--- src/rtl/stack_unit.sv ---
`default_nettype none
// +----------------------------------------------------------------------+
// | stack_unit : register-array operand stack with sticky ovf/udf flags   |
// | Revision   : 1.0                                                      |
// +----------------------------------------------------------------------+
module stack_unit #(
  parameter int DATA_LEN  = 8,
  parameter int STK_DEPTH = 16
) (
  input  logic                       clk,
  input  logic                       rst,
  input  logic                       en,
  input  logic                       stk_push,
  input  logic                       stk_pop,
  input  logic [DATA_LEN-1:0]        stk_data_in,
  output logic [DATA_LEN-1:0]        stk_data_out,
  output logic [DATA_LEN-1:0]        stk_data_nxt,
  output logic [$clog2(STK_DEPTH):0] stk_count,
  output logic                       stk_full,
  output logic                       stk_empty,
  output logic                       stk_ovf,
  output logic                       stk_udf
);

  localparam int            AW       = $clog2(STK_DEPTH);
  localparam int            CW       = AW + 1;
  localparam logic [CW-1:0] FULL_CNT = CW'(STK_DEPTH);
  localparam logic [CW-1:0] TWO_CNT  = CW'(2);

  logic [DATA_LEN-1:0] mem_q [STK_DEPTH];
  logic [DATA_LEN-1:0] mem_d [STK_DEPTH];
  logic [CW-1:0]       sp_q, sp_d;
  logic                ovf_q, ovf_d;
  logic                udf_q, udf_d;

  logic                is_full, is_empty;
  logic [AW-1:0]       wr_idx, top_idx, nxt_idx;

  assign is_full  = (sp_q == FULL_CNT);
  assign is_empty = (sp_q == '0);
  // Index truncation is safe: each index is only used when it is in range.
  assign wr_idx   = AW'(sp_q);
  assign top_idx  = AW'(sp_q - 1'b1);
  assign nxt_idx  = AW'(sp_q - TWO_CNT);

  always_comb begin
    mem_d = mem_q;
    sp_d  = sp_q;
    ovf_d = ovf_q;
    udf_d = udf_q;
    if (en) begin
      case ({stk_push, stk_pop})
        2'b10: begin
          if (is_full) begin
            ovf_d = 1'b1;
          end else begin
            mem_d[wr_idx] = stk_data_in;
            sp_d          = sp_q + 1'b1;
          end
        end
        2'b01: begin
          if (is_empty) udf_d = 1'b1;
          else          sp_d  = sp_q - 1'b1;
        end
        2'b11: begin
          // Replace-top: legal even when full, only an empty stack is an error.
          if (is_empty) udf_d = 1'b1;
          else          mem_d[top_idx] = stk_data_in;
        end
        default: ;
      endcase
    end
  end

  always_ff @(posedge clk) begin
    mem_q <= mem_d;
    if (rst) begin
      sp_q  <= '0;
      ovf_q <= 1'b0;
      udf_q <= 1'b0;
    end else begin
      sp_q  <= sp_d;
      ovf_q <= ovf_d;
      udf_q <= udf_d;
    end
  end

  assign stk_data_out = is_empty        ? '0 : mem_q[top_idx];
  assign stk_data_nxt = (sp_q < TWO_CNT) ? '0 : mem_q[nxt_idx];
  assign stk_count    = sp_q;
  assign stk_full     = is_full;
  assign stk_empty    = is_empty;
  assign stk_ovf      = ovf_q;
  assign stk_udf      = udf_q;

endmodule
`default_nettype wire

--- config.mk ---
export PLATFORM = sky130hd
export DESIGN_NAME = stack_unit
export DESIGN_NICKNAME = d
export VERILOG_FILES = /design/src/rtl/stack_unit.sv
export SDC_FILE = /design/constraint.sdc
export NUM_CORES = 1
export LEC_CHECK = 0
export ABC_CLOCK_PERIOD_IN_PS = 5930
export BUFFER_PORTS_ARGS = -buffer_cell sky130_fd_sc_hd__clkbuf_2
export CORE_MARGIN = 2
export CORE_UTILIZATION = 67
export CTS_BUF_LIST = sky130_fd_sc_hd__clkbuf_16
export CTS_CLUSTER_SIZE = 8
export DETAILED_ROUTE_END_ITERATION = 8
export GPL_TIMING_DRIVEN = 0
export PLACE_DENSITY = 0.84
export SYNTH_ARGS = -nofsm -noshare
export SYNTH_HDL_FRONTEND = slang
export SYNTH_SLANG_ARGS = --single-unit
--- constraint.sdc ---
create_clock -name clk -period 5.93 [get_ports clk]
set_input_delay 1.186 -clock clk [delete_from_list [all_inputs] [get_ports clk]]
set_output_delay 1.186 -clock clk [all_outputs]
set_load 0.02 [all_outputs]
==> metrics.txt <==
Final Util=76.9%; Clk pin slew, worst setup/hold paths=60 ps; WL per Instance=28.7 um; # fillers=691; port bufs=36; failing checks=design-rule violations; Yosys top cell by area=edfxtp_1; hpwl dp=14700 um; leakage dissipation=3.06 nW; vias in the first global route=5274; min cycle time layout=5750 ps; combinational cell fraction of total power=17.6%; CTS tree=yes; # diodes=0; DRC viols=4; Layout area overhead=11.3%; Net Switching=0.652 mW; Async SR Flop Fraction=0%; status=finished, violations left; #FFs+latches synth=135; EDFF count, synth=128; Crit Path Class=flip-flop to output pin; post-synth top area share=48.3%; crit start category=flip-flop; Final Hold Violating Endpoints=0; Crit. End Element=output pin; setup slack, reg-to-reg=1580 ps; TritonCTS buffer count=17; Tightest Pin Transition=1010 ps; vias post-DR=5177; Final period util=97.0%; gr usage total=35.0%; VDD IR max=0.239 mV; FF-to-FF End=mem_q[106]$_DFFE_PP_; Die ar.=12800 sq um; Starting Density=69.1%; die height=113 um; Mean Syn Cell Area=15.4 sq um; Layout Nets=592; Post-synth top flop=edfxtp_1; CORE AREA=11500 sq um; first-pass GRT wire length=31700 um; max-slew violation count=0; clock buffer depth=2; Clock power frac=40.0%; Synth Cell Area=7950 sq um; Sw Share=26.4%; DR vias/cell=7.13; sequential share of the synthesized area=50.1%; Overall Power=2.47 mW; layout cell share with drive strength beyond 1=34.0%; hold buffer count at CTS=0; Worst R2R Start=stk_count[1]$_SDFFE_PP0P_; design area=8860 sq um; worst clock skew=6.29 ps; Setup violations, final=0; boundary pin count=38; Syn Inst Count=516; starting DRC count in detailed routing=571; Critical path origin=stk_count[1]$_SDFFE_PP0P_; Pwr Density=279 nW/um^2; Register-to-Register Path Depth=8; Max-cap violations=0; Post-Syn Nets=538; FP Rows=39; post-cts sizing count=0; largest net degree at the start of global routing=17; CP max FO=13; P_int=1.82 mW; Distinct cells, synth=55; # clock sinks=135; yosys warns=0; CP required=4740 ps; final wirelength=20800 um; Die X-Extent=113 um; grt ovf=0; RSZ-0062 raised after global routing=no; worst min path class=flip-flop to flip-flop; post-placement cell area=8310 sq um; CTS root buffer=clkbuf_16; Slew headroom=32.4%; initial antenna violation count=0; antenna viol nets, final=0; fmax=174 MHz; part of the power in registers=42.4%; GP Congestion=0.919; drt first pass iters=7; Fin Setup TNS=0 ps; H-tree Lvls=4; worst skew pair latency=420 ps; CP Data Arrival Time=4570 ps; CP endpoint=stk_data_nxt[1]; Synth area leaders=edfxtp_1 48%, mux4_2 18%, nor2b_1 6.5%
-- cells in the final DEF, fill, tap and decap left out, types with 4 or more instances in the layout --
cell,n
clkbuf_2,36
nor2b_1,83
mux2i_1,33
o22ai_1,17
edfxtp_1,128
ha_1,9
nor2_1,18
a32oi_4,8
mux4_2,64
clkbuf_1,13
clkinv_1,4
clkbuf_16,17
a32oi_2,4
buf_2,14
a21oi_1,7
inv_1,6
dfxtp_1,7
and2_1,25
nor2b_2,24
and3_1,5
clkinv_2,4
-- registers in the layout (all words and copies together), names as in the netlist --
signal / flops
mem_q: 128
stk_count: 5
stk_ovf: 1
stk_udf: 1
-- per-stage QoR --
step                      std cells  hold WS [ps]  worst slack (ps)
final                           726           470               175
after global routing            726           530               141
after CTS                       727           477               198
after detailed placement        695           464               708
after global placement          695           452               812
after floorplan                 516           570              1740
-- Yosys cell counts (all sizes together) (2+ instances only) --
| cell | instances |
|---|---|
| mux4 | 64 |
| xor2 | 3 |
| mux2i | 33 |
| buf | 20 |
| edfxtp | 128 |
| nand2b | 2 |
| inv | 4 |
| xnor2 | 4 |
| nand3 | 2 |
| nor3 | 6 |
| and2 | 25 |
| nand2 | 3 |
| clkbuf | 14 |
| nor2b | 107 |
| nor2 | 20 |
| a21oi | 7 |
| and3 | 5 |
| o22ai | 17 |
| a31oi | 2 |
| o21ai | 2 |
| ha | 9 |
| a32oi | 13 |
| a32o | 3 |
| dfxtp | 7 |
-- routing by layer --
metal | part of all wire (%) | wire (um) | GRT usage, % | up-vias
met5 | 0 | 0 | 0 | -
met3 | 9.5 | 1970 | 9.37 | 71
met4 | 4.0 | 831 | 14.2 | 0
met2 | 50 | 10300 | 56.9 | 352
met1 | 37 | 7680 | 45.6 | 2614
li1 | - | - | - | 2140
-- critical path, stage by stage, from the launching register on --
cell	delay, ps
dfxtp_1	470
clkbuf_1	500
buf_2	430
inv_2	280
ha_1	360
clkbuf_1	400
clkbuf_1	630
mux4_2	410
mux2i_1	260
o22ai_1	170
clkbuf_2	210
-- repair_timing --
| action | CTS | global route |
|---|---|---|
| setup endpoints to repair | 0 | 3 |
| buffers inserted | 0 | 0 |
| endpoints found under the hold margin | 0 | 0 |
-- worst min path at each step --
stage / from / cells past startpoint / to
3_3_place_gp: stk_udf$_SDFFE_PP0P_ / 2 / stk_udf$_SDFFE_PP0P_
5_1_grt: stk_udf$_SDFFE_PP0P_ / 2 / stk_udf$_SDFFE_PP0P_
3_5_place_dp: stk_udf$_SDFFE_PP0P_ / 2 / stk_udf$_SDFFE_PP0P_
4_1_cts: stk_udf$_SDFFE_PP0P_ / 2 / stk_udf$_SDFFE_PP0P_
6_report: stk_udf$_SDFFE_PP0P_ / 2 / stk_udf$_SDFFE_PP0P_
2_1_floorplan: stk_ovf$_SDFFE_PP0P_ / 2 / stk_ovf$_SDFFE_PP0P_
-- power by group through the flow --
stage | clock network [mW] | registers, mW | logic [mW]
after CTS | 0.994 | 1.05 | 0.429
final | 0.989 | 1.05 | 0.435
after detailed placement | 0 | 1.07 | 0.425
after global placement | 0 | 1.07 | 0.415
after floorplan | 0 | 1.07 | 0.308
after global routing | 1.03 | 1.05 | 0.453
-- cell families (layout without fill, tap and decap cells) --
group,count (synthesis),count (layout),synth area share [%]
xor gates and xnor gates,7,7,1.57
buffers and inverters,39,106,2.61
DFF,135,135,50.1
AOI/OAI and AO/OA,52,52,7.38
muxes,98,98,22.4
and+or+nand+nor,176,176,14.5
adders and majority gates,9,9,1.42
-- layout make-up --
type                            instances  area [sq um]  area share (%)
Inverter                                5          32.5           0.367
Clock inverter                         15           121            1.37
Buffer                                 33           171            1.94
Clock buffer                           17           425            4.80
Sequential cell                       135          3980            45.0
Timing Repair Buffer                   36           180            2.03
Tap cell                              143           179            2.02
Multi-Input combinational cell        342          3760            42.5
Power figures use the tool's default switching activity.
